### src/rtl/interval_timer.sv
`default_nettype none
// ============================================================================
// interval_timer : tick-driven countdown timer fed by a divided-clock level
// Rev 1.0
// ============================================================================
module interval_timer #(
  parameter int VALUE_W = 4
) (
  input  logic               clk,
  input  logic               reset,
  input  logic               new_clk,
  input  logic               start_timer,
  input  logic [VALUE_W-1:0] value,
  output logic               expired,
  output logic               busy,
  output logic [VALUE_W-1:0] remaining
);

  typedef enum logic [1:0] {
    S_IDLE = 2'd0,
    S_RUN  = 2'd1,
    S_DONE = 2'd2
  } state_t;

  localparam logic [VALUE_W-1:0] ONE = VALUE_W'(1);

  state_t             state;
  logic [VALUE_W-1:0] count;
  logic               new_clk_d;
  logic               tick;

  // new_clk is treated as data; one tick per rising level transition
  assign tick = new_clk & ~new_clk_d;

  always_ff @(posedge clk) begin
    if (reset) begin
      state     <= S_IDLE;
      count     <= '0;
      new_clk_d <= 1'b1;
      expired   <= 1'b0;
      busy      <= 1'b0;
      remaining <= '0;
    end else begin
      new_clk_d <= new_clk;
      // a start wins over any same-cycle tick in every state
      if (start_timer) begin
        if (value != '0) begin
          state     <= S_RUN;
          count     <= value;
          expired   <= 1'b0;
          busy      <= 1'b1;
          remaining <= value;
        end else begin
          state     <= S_DONE;
          count     <= '0;
          expired   <= 1'b1;
          busy      <= 1'b0;
          remaining <= '0;
        end
      end else begin
        case (state)
          S_RUN: begin
            if (tick) begin
              if (count > ONE) begin
                count     <= count - ONE;
                remaining <= count - ONE;
              end else begin
                state     <= S_DONE;
                count     <= '0;
                expired   <= 1'b1;
                busy      <= 1'b0;
                remaining <= '0;
              end
            end
          end
          S_DONE: begin
            expired   <= 1'b1;
            busy      <= 1'b0;
            remaining <= '0;
          end
          default: begin
            state     <= S_IDLE;
            expired   <= 1'b0;
            busy      <= 1'b0;
            remaining <= '0;
          end
        endcase
      end
    end
  end

endmodule
`default_nettype wire

### config.mk
export PLATFORM = sky130hd
export DESIGN_NAME = interval_timer
export DESIGN_NICKNAME = d
export VERILOG_FILES = /design/src/rtl/interval_timer.sv
export SDC_FILE = /design/constraint.sdc
export NUM_CORES = 1
export LEC_CHECK = 0
export CAP_MARGIN = 20
export CORE_MARGIN = 5
export CORE_UTILIZATION = 45
export CTS_BUF_LIST = sky130_fd_sc_hd__clkbuf_4 sky130_fd_sc_hd__clkbuf_8
export DETAILED_ROUTE_END_ITERATION = 10
export GPL_TIMING_DRIVEN = 0
export PLACE_DENSITY_LB_ADDON = 0.25
export SKIP_LAST_GASP = 1
export SYNTH_ARGS = -nofsm -noshare
export SYNTH_HDL_FRONTEND = slang
export SYNTH_SLANG_ARGS = --single-unit
export TNS_END_PERCENT = 20
### constraint.sdc
create_clock -name clk -period 1.6 [get_ports clk]
set_input_delay 0.32 -clock clk [delete_from_list [all_inputs] [get_ports clk]]
set_output_delay 0.32 -clock clk [all_outputs]
set_load 0.02 [all_outputs]
Word-level counts from Yosys, hierarchy flattened
Cells that the tools add are included.
{ "totals": {"word_cells": 43, "register_bits": 13, "output_inout_bits": 6, "input_bits": 8} }
{ "classes": {"magnitude_cmp": 1, "addsub": 1, "eq_ne": 5, "reduce_logical": 6, "muxes": 22, "n_bitwise": 2} }
{ "ops": {"columns": ["op", "count"], "rows": [
  ["2-to-1 mux 4 bit", 7],
  ["2-to-1 mux 1 bit", 9],
  ["2-to-1 mux 2 bit", 4],
  ["!= test 3 bit (second input constant)", 2],
  ["> comparator 4 x 1 -> 1 bit (second input constant)", 1],
  ["one-hot mux 2 bit (2 select lines)", 1],
  ["AND reduction 2 bit", 2],
  ["nonzero test 2 bit", 2],
  ["nonzero test 4 bit", 1],
  ["subtractor 4 x 1 -> 4 bit (second input constant)", 1],
  ["AND reduction 3 bit", 1],
  ["equality test 2 x 1 -> 1 bit (second input constant)", 1],
  ["equality test 2 bit (second input constant)", 1],
  ["!= test 2 bit (second input constant)", 1],
  ["one-hot mux 1 bit (2 select lines)", 1],
  ["AND 1 bit", 1],
  ["inverter 1 bit", 1]
]} }

Depth between registers and ports, before layout
Gate-level depths: netlist (run 1).
{ "depth": {"word_depth": 5, "ltp_mapped": 6, "depth_no_buf": 6} }

Worst setup path after synthesis (run 1)
OpenSTA, ideal clock, no wires.
{ "synth_timing": {"kind": "register to register", "startpoint": "reg count[0]", "endpoint": "reg state[1]", "period_less_slack_ns": 1.597, "path_stages_with_launch": 7, "setup_slack_ns": 0.003, "setup_ns": 0.116, "t_arrival_ns": 1.481, "path_cell_list": "dfxtp_1 > inv_1 > ha_1 > or2_2 > a21oi_2 > nor3_1 > o211a_1"} }
{ "synth_via": {"elab_chain_cells": 3} }
{ "synth_rtl": {"columns": ["element", "line_no", "source"], "rows": [
  ["start: declaration", "28", "logic [VALUE_W-1:0] count;"],
  ["start signal: assignment", "49", "count <= value;"],
  ["start signal: assignment", "65", "count <= count - ONE;"],
  ["> comparator 4 x 1 -> 1 bit", "64", "if (count > ONE) begin"],
  ["!= test 3 bit (no source line)", null, null],
  ["AND reduction 3 bit (no source line)", null, null],
  ["end signal: assignment", "54", "state <= S_DONE;"],
  ["end signal: assignment", "68", "state <= S_DONE;"],
  ["end signal: assignment", "82", "state <= S_IDLE;"],
  ["end: declaration", "27", "state_t state;"]
]} }
No other way between the ends.
A chain may end at the register's enable or synchronous reset.

Worst setup path after layout (run 1)
{ "layout_timing": {"startpoint": "in value[0]", "endpoint": "reg expired"} }
{ "layout_via": {"elab_chain_cells": 3} }
{ "layout_rtl": {"columns": ["element", "line_no", "source"], "rows": [
  ["start: declaration", "13", "input logic [VALUE_W-1:0] value,"],
  ["nonzero test 4 bit", "47", "if (value != '0) begin"],
  ["2-to-1 mux 1 bit", "47", null],
  ["2-to-1 mux 1 bit", "46", "if (start_timer) begin"],
  ["end signal: assignment", "40", "expired <= 1'b0;"],
  ["end signal: assignment", "50", "expired <= 1'b0;"],
  ["end signal: assignment", "56", "expired <= 1'b1;"],
  ["end: declaration", "14", "output logic expired,"]
]} }
No other way between the ends.

==> out/metrics.csv, run 1 <==
metric,value,unit
# setup viols final,0,
CTS tree,done,
"Clk Latency, worst-skew pair",0.28,ns
power per cell area,837.7,nW/µm²
Longest Clk Path Bufs,2,
Gate power share,0.210,
Area after DPL,777.0,µm²
DR vias/cell,5.541,
hold path depth,3,
Overflow after GRT,0,
Avg Inst Size Synth,8.396,µm²
worst setup margin,0.05505,ns
RSZ-0062 raised after global routing,yes,
Site Rows,13,
Slew Limit Fails,0,
sequential share of the synthesized area,0.4078,
first-pass GRT wire length,2394,µm
Rel. slew slack,0.6800,
critical path type,in -> reg,
Die W,47.66,µm
worst path arrival time,1.75,ns
class of the worst hold path,in -> reg,
vias post-DR,604,
Buf/Inv on CP,1,
final worst path period share,0.9656,
Post-Synth XOR/XNOR Area,0.02745,
IO Port Bufs,12,
startpoint of the worst hold path,value[1],
cells along the critical path,clkdlybuf4s15_1 > or4_4 > mux2_4 > or3_4 > a21oi_2,
post-synthesis mux area share,0.02353,
number of global-route vias before repair,564,
Post-CTS Hold Fix Bufs,0,
crit-path max FO,2,
R2R cell count,6,
FILL cells,114,
antenna fix cells,0,
fmax,0.6473,GHz
GPL Wtd Cong,0.7520,
Pleak,0.3466,nW
antenna-violating nets left,0,
cells after synthesis,76,
post-layout net count,107,
synthesis-to-finish area growth,37.45,%
Total Wirelength,1546,µm
most frequent cells in the layout,"dfxtp_1, nand2_1, clkdlybuf4s50_1",
Max VDD drop,528.3,µV
Required @ worst endpoint,1.81,ns
Mapped Nets,88,
H-tree depth,1,
Tot GR Track Use,0.1552,
Flop pwr share,0.485,
share of layout cells above drive strength 1,0.2553,
overall die height,47.66,µm
drt drc,0,
root buffer cell,clkbuf_4,
"CTS clk-pin slew, worst paths",0.07,ns
pre-CTS setup slack,-0.4569,ns
Post-Synth Adder-Cell Area,0.07843,
Ys Warns,0,
Critical R2R Capture,remaining[2]$_SDFFE_PP0P_,
Final Critical Period,1.545,ns
Register-to-Register Setup Slack,0.08,ns
RR Startpoint,count[0]$_SDFFE_PP0P_,
"Hold Vio Cnt, Final",0,
Switch Pwr,206.5,µW
Total Die Area,2271,µm²
cell area after layout,877.1,µm²
Hold WS,0.3796,ns
Yosys cell types,24,
Overall Power,734.7,µW
Final Skew,0.01149,ns
core region area,1318,µm²
Yosys reg bits,13,
io pins,14,
Slew @ Worst Pin,0.4800,ns
Slowest Stage Delay on Critical Path,0.52,ns
TritonCTS Sinks,13,
largest net degree at the start of global routing,11,
critical path capture point type,register,
post-DR wirelength/cell,14.18,µm
crit start category,primary input,
worst setup path start,value[0],
Synth Area in Compound Gates,0.2000,
mapped cell area,638.1,µm²
initial antenna violation count,0,
Initial Util,0.4843,
Net Sw Frac,0.2810,
Simple-Gate Fraction of Synth Area,0.2078,
setup TNS,0,ns
DP HPWL,1033,µm
largest family of logic cells by synthesized area,simple AND/OR/NAND/NOR gates,
MaxCap Viol Count,0,
Critical-path top delay cell,or4_4,
Clock power frac,0.305,
"commonest non-fill, non-tap cell in the layout",dfxtp_1,
Detailed Routing Iterations Pass 1,4,
cell depth of the worst setup path,5,
CTS Buf Count,3,
Worst Hold Endpoint,count[1]$_SDFFE_PP0P_,
status,completed,
CP top delay family,simple AND/OR/NAND/NOR gates,
DR iter-0 viols,14,
P_int,528.2,µW
## how the worst max path moves through the flow
stage               slack, ns                   endpoint
global placement        -0.48       expired$_SDFFE_PP0P_
floorplan               0.003      state[1]$_SDFFE_PP0P_
detailed placement      -0.46       expired$_SDFFE_PP0P_
CTS                    -0.004      count[0]$_SDFFE_PP0P_
global route           -0.003  remaining[3]$_SDFFE_PP0P_
finish                   0.06       expired$_SDFFE_PP0P_
## power groups by stage
stage / logic (mW) / registers, mW / clock network [mW]
2_1_floorplan: 0.0696 / 0.372 / 0
3_3_place_gp: 0.129 / 0.363 / 0
3_5_place_dp: 0.130 / 0.364 / 0
4_1_cts: 0.135 / 0.356 / 0.218
5_1_grt: 0.169 / 0.359 / 0.237
6_report: 0.154 / 0.356 / 0.224
## stage by stage
| stage | std cells | util |
|---|---|---|
| finish | 109 | 0.6657 |
| global route | 109 | 0.6657 |
| CTS | 108 | 0.6249 |
| detailed placement | 103 | 0.5897 |
| global placement | 103 | 0.5897 |
| floorplan | 76 | - |
## cell families (layout without fill, tap and decap cells)
| logic type | after synthesis | count (layout) |
|---|---|---|
| xor+xnor | 2 | 2 |
| simple gates | 27 | 27 |
| compound gates | 20 | 21 |
| flops | 13 | 13 |
| buf+inv | 9 | 26 |
| mux | 1 | 1 |
| fa+ha+maj | 4 | 4 |
## cell usage after synthesis (all sizes together)
| master | n | area share |
|---|---|---|
| nand3 | 2 | 0.016 |
| nor2b | 1 | 0.0098 |
| nand2 | 11 | 0.065 |
| a21oi | 9 | 0.076 |
| xor2 | 2 | 0.027 |
| buf | 1 | 0.0078 |
| mux2 | 1 | 0.024 |
| o31ai | 1 | 0.012 |
| o21ai | 2 | 0.016 |
| clkbuf | 1 | 0.0059 |
| nand2b | 3 | 0.029 |
| dfxtp | 13 | 0.41 |
| o211a | 1 | 0.016 |
| ha | 4 | 0.078 |
| a32oi | 2 | 0.027 |
| or2 | 2 | 0.020 |
| or4 | 1 | 0.018 |
| a311oi | 1 | 0.014 |
| or3 | 1 | 0.0098 |
| inv | 7 | 0.041 |
| nor3 | 3 | 0.024 |
| nor2 | 3 | 0.018 |
| a31oi | 4 | 0.039 |
## flip-flops by register name (all words and copies together) (netlist names)
register / cells
remaining: 4
busy: 1
state: 2
new_clk_d: 1
count: 4
expired: 1
## worst reg2reg max path, cell delays in order, from the launching register on
cell and delay, ns:
dfxtp_2 0.34, buf_6 0.11, ha_2 0.16, or2_4 0.27
a21oi_4 0.23, a32oi_2 0.16, a21oi_1 0.17
## per-layer routing
metal  wire length [µm]  share of wire  global-route usage  up-vias
li1                   -              -                   -      304
met1                695           0.45              0.1900      280
met2                745           0.48              0.2460       15
met3                 55          0.036             0.02256        5
met4                 49          0.032              0.1129        0
met5                  0              0                   0        -
## layout make-up
class | instances | area [µm²] | share of cell area
Buffer | 2 | 8.758 | 0.009986
Clock buffer | 4 | 30.03 | 0.03424
Inverter | 7 | 26.28 | 0.02996
Multi-Input combinational cell | 55 | 405.4 | 0.4622
Sequential cell | 13 | 262.8 | 0.2996
Tap cell | 15 | 18.77 | 0.02140
Timing Repair Buffer | 13 | 125.1 | 0.1427
## what timing repair did
| item | CTS | global route |
|---|---|---|
| cloned | 1 | 0 |
| gates resized for setup | 7 | 16 |
| setup buffers | 0 | 1 |
| pin swaps | 3 | 5 |
| setup endpoints to repair | 12 | 12 |
Note: power is estimated with default switching activity, not from simulation.
==> run 2: changes to the inputs <==
Settings changed: ABC_AREA set to 1, CORE_UTILIZATION 45 to 48.
==> run 2 against run 1 <==
  * Global-route usage shrank 1.4 points
  * Power grew 3.5%
  * Die area grew 12%
  * Wire length grew 3.4%
  * Largest power group unchanged
  * Highest routed layer unchanged
  * Combinational power grew 14%
==> out/metrics.csv, run 2 <==
metric,value,unit,change
MaxCap Viol Count,0,,unchanged
Final Instance Count excl. Fillers,144,,was 109
Critical-path top delay cell,clkdlybuf4s50_1,,was or4_4
CTS Buf Count,3,,unchanged
"Hold Vio Cnt, Final",0,,unchanged
synthesis-to-finish area growth,22.04,%,was 37.45%
cell area after layout,955.9,µm²,was 877.1 µm²
Pleak,0.5017,nW,was 0.3466 nW
setup TNS,0,ns,unchanged
Post-CTS Hold Fix Bufs,0,,unchanged
Slew Limit Fails,0,,unchanged
Total Wirelength,1598,µm,was 1546 µm
Synth async-reset ratio,0,,unchanged
TritonCTS Sinks,13,,unchanged
Tot GR Track Use,0.1411,,was 0.1552
DR vias/cell,5.049,,was 5.541
class of the worst hold path,in -> reg,,unchanged
first-pass GRT wire length,2856,µm,was 2394 µm
pre-CTS setup slack,0.02325,ns,was -0.4569 ns
Final Critical Period,1.551,ns,was 1.545 ns
"Clk Latency, worst-skew pair",0.28,ns,about the same
Total Die Area,2540,µm²,was 2271 µm²
IO Port Bufs,12,,unchanged
# setup viols final,0,,unchanged
CTS tree,done,,unchanged
most numerous cell in the Yosys netlist,nand2_1,,was dfxtp_1
Register-to-Register Setup Slack,0.18,ns,was 0.08 ns
Yosys cell types,21,,was 24
Yosys top cell area share,0.3323,,was 0.4078
metal2 WL,767,µm,was 745 µm
share of layout cells above drive strength 1,0.1484,,was 0.2553
Area after DPL,923.4,µm²,was 777.0 µm²
GPL Wtd Cong,0.7708,,was 0.7520
Post-synth EDFFs,0,,unchanged
DR iter-0 viols,5,,was 14
drt drc,0,,unchanged
root buffer cell,clkbuf_4,,unchanged
top flop regs,"count: 4 flops, remaining: 4 flops, state: 2 flops",,unchanged
most frequent cells in the layout,"nand2_1, inv_1, nand3_1, dfxtp_1, clkdlybuf4s50_1",,"was dfxtp_1, nand2_1, clkdlybuf4s50_1"
DP HPWL,1289,µm,was 1033 µm
RSZ-0062 raised after global routing,no,,was yes
antenna-violating nets left,0,,unchanged
fmax,0.6449,GHz,was 0.6473 GHz
Overflow after GRT,0,,unchanged
synth top area cells,"dfxtp_1, nand2_1, nand3_1",,"was dfxtp_1, ha_1, nand2_1"
Final Skew,0.001419,ns,was 0.01149 ns
Commonest cells post-synth,"nand2_1, inv_1, dfxtp_1, nand3_1, nor2_1",,"was dfxtp_1, nand2_1, a21oi_1"
io pins,14,,unchanged
Buf/Inv on CP,1,,unchanged
crit-path max FO,2,,unchanged
post-DR wirelength/cell,11.10,µm,was 14.18 µm
Synth Flop Type,dfxtp_1,,unchanged
cells along the critical path,clkdlybuf4s50_1,,was clkdlybuf4s15_1 > or4_4 > mux2_4 > or3_4 > a21oi_2
worst setup margin,0.04932,ns,was 0.05505 ns
DR top layer,met4,,unchanged
critical path type,reg -> out,,was in -> reg
core region area,1524,µm²,was 1318 µm²
Die W,50.40,µm,was 47.66 µm
Longest Clk Path Bufs,2,,unchanged
Avg Inst Size Synth,6.993,µm²,was 8.396 µm²
cells after synthesis,112,,was 76
Slew @ Worst Pin,0.2676,ns,was 0.4800 ns
critical path capture point type,output port,,was register
vias post-DR,727,,was 604
initial antenna violation count,0,,unchanged
WL met1,759,µm,was 695 µm
Site Rows,14,,was 13
CP top delay family,buffers and inverters,,was simple AND/OR/NAND/NOR gates
Slowest Stage Delay on Critical Path,0.61,ns,was 0.52 ns
met3 wire len,39,µm,was 55 µm
placed cell count,140,,was 103
final worst path period share,0.9692,,was 0.9656
antenna fix cells,0,,unchanged
Required @ worst endpoint,1.28,ns,was 1.81 ns
crit start category,register,,was primary input
overall die height,50.40,µm,was 47.66 µm
Ys Warns,0,,unchanged
largest net degree at the start of global routing,11,,unchanged
Mapped Nets,124,,was 88
"commonest non-fill, non-tap cell in the layout",nand2_1,,was dfxtp_1
post-layout net count,141,,was 107
Detailed Routing Iterations Pass 1,4,,unchanged
"CTS clk-pin slew, worst paths",0.08,ns,was 0.07 ns
number of global-route vias before repair,692,,was 564
sequential share of the synthesized area,0.3323,,was 0.4078
Initial Util,0.5140,,was 0.4843
worst path arrival time,1.23,ns,was 1.75 ns
power per cell area,795.6,nW/µm²,was 837.7 nW/µm²
Yosys reg bits,13,,unchanged
Rel. slew slack,0.8205,,was 0.6800
status,completed,,unchanged
mapped cell area,783.3,µm²,was 638.1 µm²
H-tree depth,1,,unchanged
biggest area consumer among synthesized cells,dfxtp_1,,unchanged
Max VDD drop,631.1,µV,was 528.3 µV
## run 2: cell types whose count changed after synthesis, sizes merged, moves of 5 or more
| cell | delta |
|---|---|
| nand3 | +12 |
| nor2 | +8 |
| nand2 | +20 |
| a21oi | -5 |
| nand4 | +5 |
| inv | +14 |
## run 2: final cells by class
type / instances / area [µm²]
tap: 16 / 20.02
fill: 138 / 568.0
clock buffer: 4 / 30.03
buffer: 1 / 11.26
multi-input combinational: 75 / 422.9
inverter: 23 / 88.84
timing repair buffer: 12 / 122.6
sequential: 13 / 260.3
## run 2: cells by family after synthesis
group | after synthesis | share of synthesized area
fa+ha+maj | 4 | 0.06390
compound gates | 9 | 0.07667
buf+inv | 24 | 0.1278
flops | 13 | 0.3323
simple gates | 62 | 0.3994
## run 2: per-layer routing
metal	GRT usage	vias to the layer above
met2	0.2238	10
met4	0.07660	0
met3	0.02367	4
met5	0	-
met1	0.1807	330
li1	-	383
## run 2: final timing paths
kind                              from                   end  cells past startpoint
min reg2reg          busy$_SDFFE_PP0P_     busy$_SDFFE_PP0P_                      2
min                        start_timer     busy$_SDFFE_PP0P_                      3
max          remaining[1]$_SDFFE_PP0P_          remaining[1]                      1
max reg2reg      count[0]$_SDFFE_PP0P_  expired$_SDFFE_PP0P_                     10
## run 2: metrics by stage
step	power, mW	hold slack [ns]	util
6_report	0.7605	0.3811	0.6273
3_3_place_gp	0.5374	0.4582	0.6059
4_1_cts	0.7661	0.3842	0.6256
5_1_grt	0.8138	0.3949	0.6273
2_1_floorplan	0.4839	0.3824	-
3_5_place_dp	0.5417	0.4860	0.6059
## run 2: where the power goes
part / internal (mW) / total, mW / switching (mW)
sequential: 0.344 / 0.358 / 0.0142
combinational: 0.0732 / 0.175 / 0.102
clock: 0.114 / 0.227 / 0.113
total: 0.531 / 0.761 / 0.229
## run 2: repair_timing
item                       in CTS  in global routing
gates resized for setup         0                  1
setup endpoints to repair       0                  1
buffers inserted                0                  0
==> run 3: changes to the inputs <==
Clock period 1.6 ns to 1.3 ns, I/O delays scaled along.
==> run 3 against run 2 <==
  * The run now ends with negative setup slack left
  * Worst hold slack got worse by 0.068 ns
  * Via count increased by 3.2%
  * Cell count increased by 1.4%
  * Wire length increased by 6.8%
  * Non-clock buffer count increased by 2
  * Critical path depth unchanged
  * Critical path type unchanged
  * Largest power group unchanged
==> out/metrics.csv, run 3 (synthesized netlist as in run 2, its figures left out) <==
metric,value,unit,change
status,"finished, violations left",,was completed
failing checks,negative setup slack,,
vias post-DR,750,,was 727
Max VDD drop,623.3,µV,was 631.1 µV
Site Rows,14,,unchanged
worst setup margin,-0.1888,ns,was 0.04932 ns
cells along the critical path,clkdlybuf4s50_1,,unchanged
FILL cells,125,,was 138
CTS tree,done,,unchanged
Final Skew,0.0002963,ns,was 0.001419 ns
Critical R2R Capture,state[0]$_SDFFE_PP0P_,,was expired$_SDFFE_PP0P_
Final Critical Period,1.489,ns,
Post-CTS Hold Fix Bufs,0,,unchanged
fmax,0.6717,GHz,
Overall Power,955.8,µW,was 760.5 µW
most frequent cells in the layout,"nand2_1, inv_1, nand3_1",,"was nand2_1, inv_1, nand3_1, dfxtp_1, clkdlybuf4s50_1"
RSZ-0062 raised after global routing,yes,,was no
Tot GR Track Use,0.1411,,unchanged
DR iter-0 viols,22,,was 5
class of the worst hold path,in -> reg,,unchanged
final design utilization,0.6560,,was 0.6273
hold path depth,3,,unchanged
critical path capture point type,output port,,unchanged
"Hold Vio Cnt, Final",0,,unchanged
Required @ worst endpoint,1.04,ns,was 1.28 ns
synthesis-to-finish area growth,27.64,%,was 22.04%
Register-to-Register Setup Slack,0.05,ns,was 0.18 ns
Pleak,0.5340,nW,was 0.5017 nW
Total Die Area,2540,µm²,unchanged
root buffer cell,clkbuf_4,,unchanged
initial antenna violation count,0,,unchanged
startpoint of the worst hold path,start_timer,,unchanged
final worst path period share,1.145,,
power per cell area,956.1,nW/µm²,was 795.6 nW/µm²
crit-path max FO,2,,unchanged
Initial Util,0.5140,,unchanged
core region area,1524,µm²,unchanged
Slew Limit Fails,0,,unchanged
Total Wirelength,1706,µm,was 1598 µm
Overflow after GRT,0,,unchanged
Slowest Stage Delay on Critical Path,0.61,ns,about the same
Critical-path top delay cell,clkdlybuf4s50_1,,unchanged
pre-CTS setup slack,-0.2168,ns,was 0.02325 ns
drt drc,0,,unchanged
Hold WS,0.3132,ns,was 0.3811 ns
largest net degree at the start of global routing,11,,unchanged
"CTS clk-pin slew, worst paths",0.08,ns,about the same
share of layout cells above drive strength 1,0.2385,,was 0.1484
crit start category,register,,unchanged
Rel. slew slack,0.8115,,was 0.8205
TritonCTS Sinks,13,,unchanged
antenna fix cells,0,,unchanged
CTS Buf Count,3,,unchanged
top flop regs,"count: 4 flops, remaining: 4 flops, state: 2 flops",,unchanged
post-layout net count,143,,was 141
DR vias/cell,5.137,,was 5.049
Detailed Routing Iterations Pass 1,4,,unchanged
H-tree depth,1,,unchanged
Worst Hold Endpoint,busy$_SDFFE_PP0P_,,unchanged
R2R cell count,8,,was 10
first-pass GRT wire length,2856,µm,unchanged
post-DR wirelength/cell,11.68,µm,was 11.10 µm
Slew @ Worst Pin,0.2810,ns,was 0.2676 ns
setup TNS,-0.3699,ns,was 0 ns
Longest Clk Path Bufs,2,,unchanged
GPL Wtd Cong,0.7708,,unchanged
overall die height,50.40,µm,unchanged
critical path type,reg -> out,,unchanged
MaxCap Viol Count,0,,unchanged
RR Startpoint,state[1]$_SDFFE_PP0P_,,was count[0]$_SDFFE_PP0P_
DP HPWL,1289,µm,unchanged
"Clk Latency, worst-skew pair",0.28,ns,about the same
Die W,50.40,µm,unchanged
antenna-violating nets left,0,,unchanged
IO Port Bufs,12,,unchanged
CP top delay family,buffers and inverters,,unchanged
"commonest non-fill, non-tap cell in the layout",nand2_1,,unchanged
worst path arrival time,1.23,ns,about the same
# setup viols final,2,,was 0
Buf/Inv on CP,1,,unchanged
number of global-route vias before repair,692,,unchanged
io pins,14,,unchanged
run 3: cell count changes in the layout (fill, tap and decap cells not counted), sizes merged:
cell,before,now
inv,21,22
clkinv,2,1
buf,1,3
dlygate4sd2,0,3
clkdlybuf4s50,11,8
run 3: report_power, final:
part	total, mW	internal, mW	switching (mW)
Sequential	0.445	0.425	0.0195
Combinational	0.229	0.0957	0.134
Clock	0.281	0.140	0.141
run 3: cell type report:
cell class / instances / area, µm² / share of cell area
timing repair buffer: 14 / 133.9 / 0.1339
multi-input combinational: 75 / 450.4 / 0.4506
tap: 16 / 20.02 / 0.02003
buffer: 1 / 11.26 / 0.01126
sequential: 13 / 265.3 / 0.2653
inverter: 23 / 88.84 / 0.08886
clock buffer: 4 / 30.03 / 0.03004
run 3: timing repair:
action                                  4_1_cts  5_1_grt
setup buffers                                 0        2
gates resized for setup                       3       14
pin swaps                                     0        4
cloned                                        0        0
endpoints found under the setup margin       18       15
run 3: how the worst max path moves through the flow:
stage / end / slack, ns / cells after the start / start
after global placement: count[3]$_SDFFE_PP0P_ / -0.20 / 8 / new_clk
final: remaining[0] / -0.19 / 1 / remaining[0]$_SDFFE_PP0P_
after detailed placement: count[3]$_SDFFE_PP0P_ / -0.22 / 8 / new_clk
after CTS: remaining[2] / -0.19 / 1 / remaining[2]$_SDFFE_PP0P_
after global routing: remaining[0] / -0.24 / 1 / remaining[0]$_SDFFE_PP0P_
after floorplan: remaining[3]$_SDFFE_PP0P_ / 0.06 / 8 / count[0]$_SDFFE_PP0P_
run 3: routing by layer:
| layer | part of all wire | vias up | GRT usage |
|---|---|---|---|
| li1 | - | 389 | - |
| met1 | 0.45 | 336 | 0.1807 |
| met2 | 0.49 | 19 | 0.2238 |
| met3 | 0.032 | 6 | 0.02367 |
| met4 | 0.025 | 0 | 0.07660 |
| met5 | 0 | - | 0 |
run 3: stage by stage:
stage          instances  cell area, µm²
6_report             146           999.7
5_1_grt              146           999.7
4_1_cts              144           949.7
3_5_place_dp         140           923.4
3_3_place_gp         140           923.4
2_1_floorplan        112           783.3
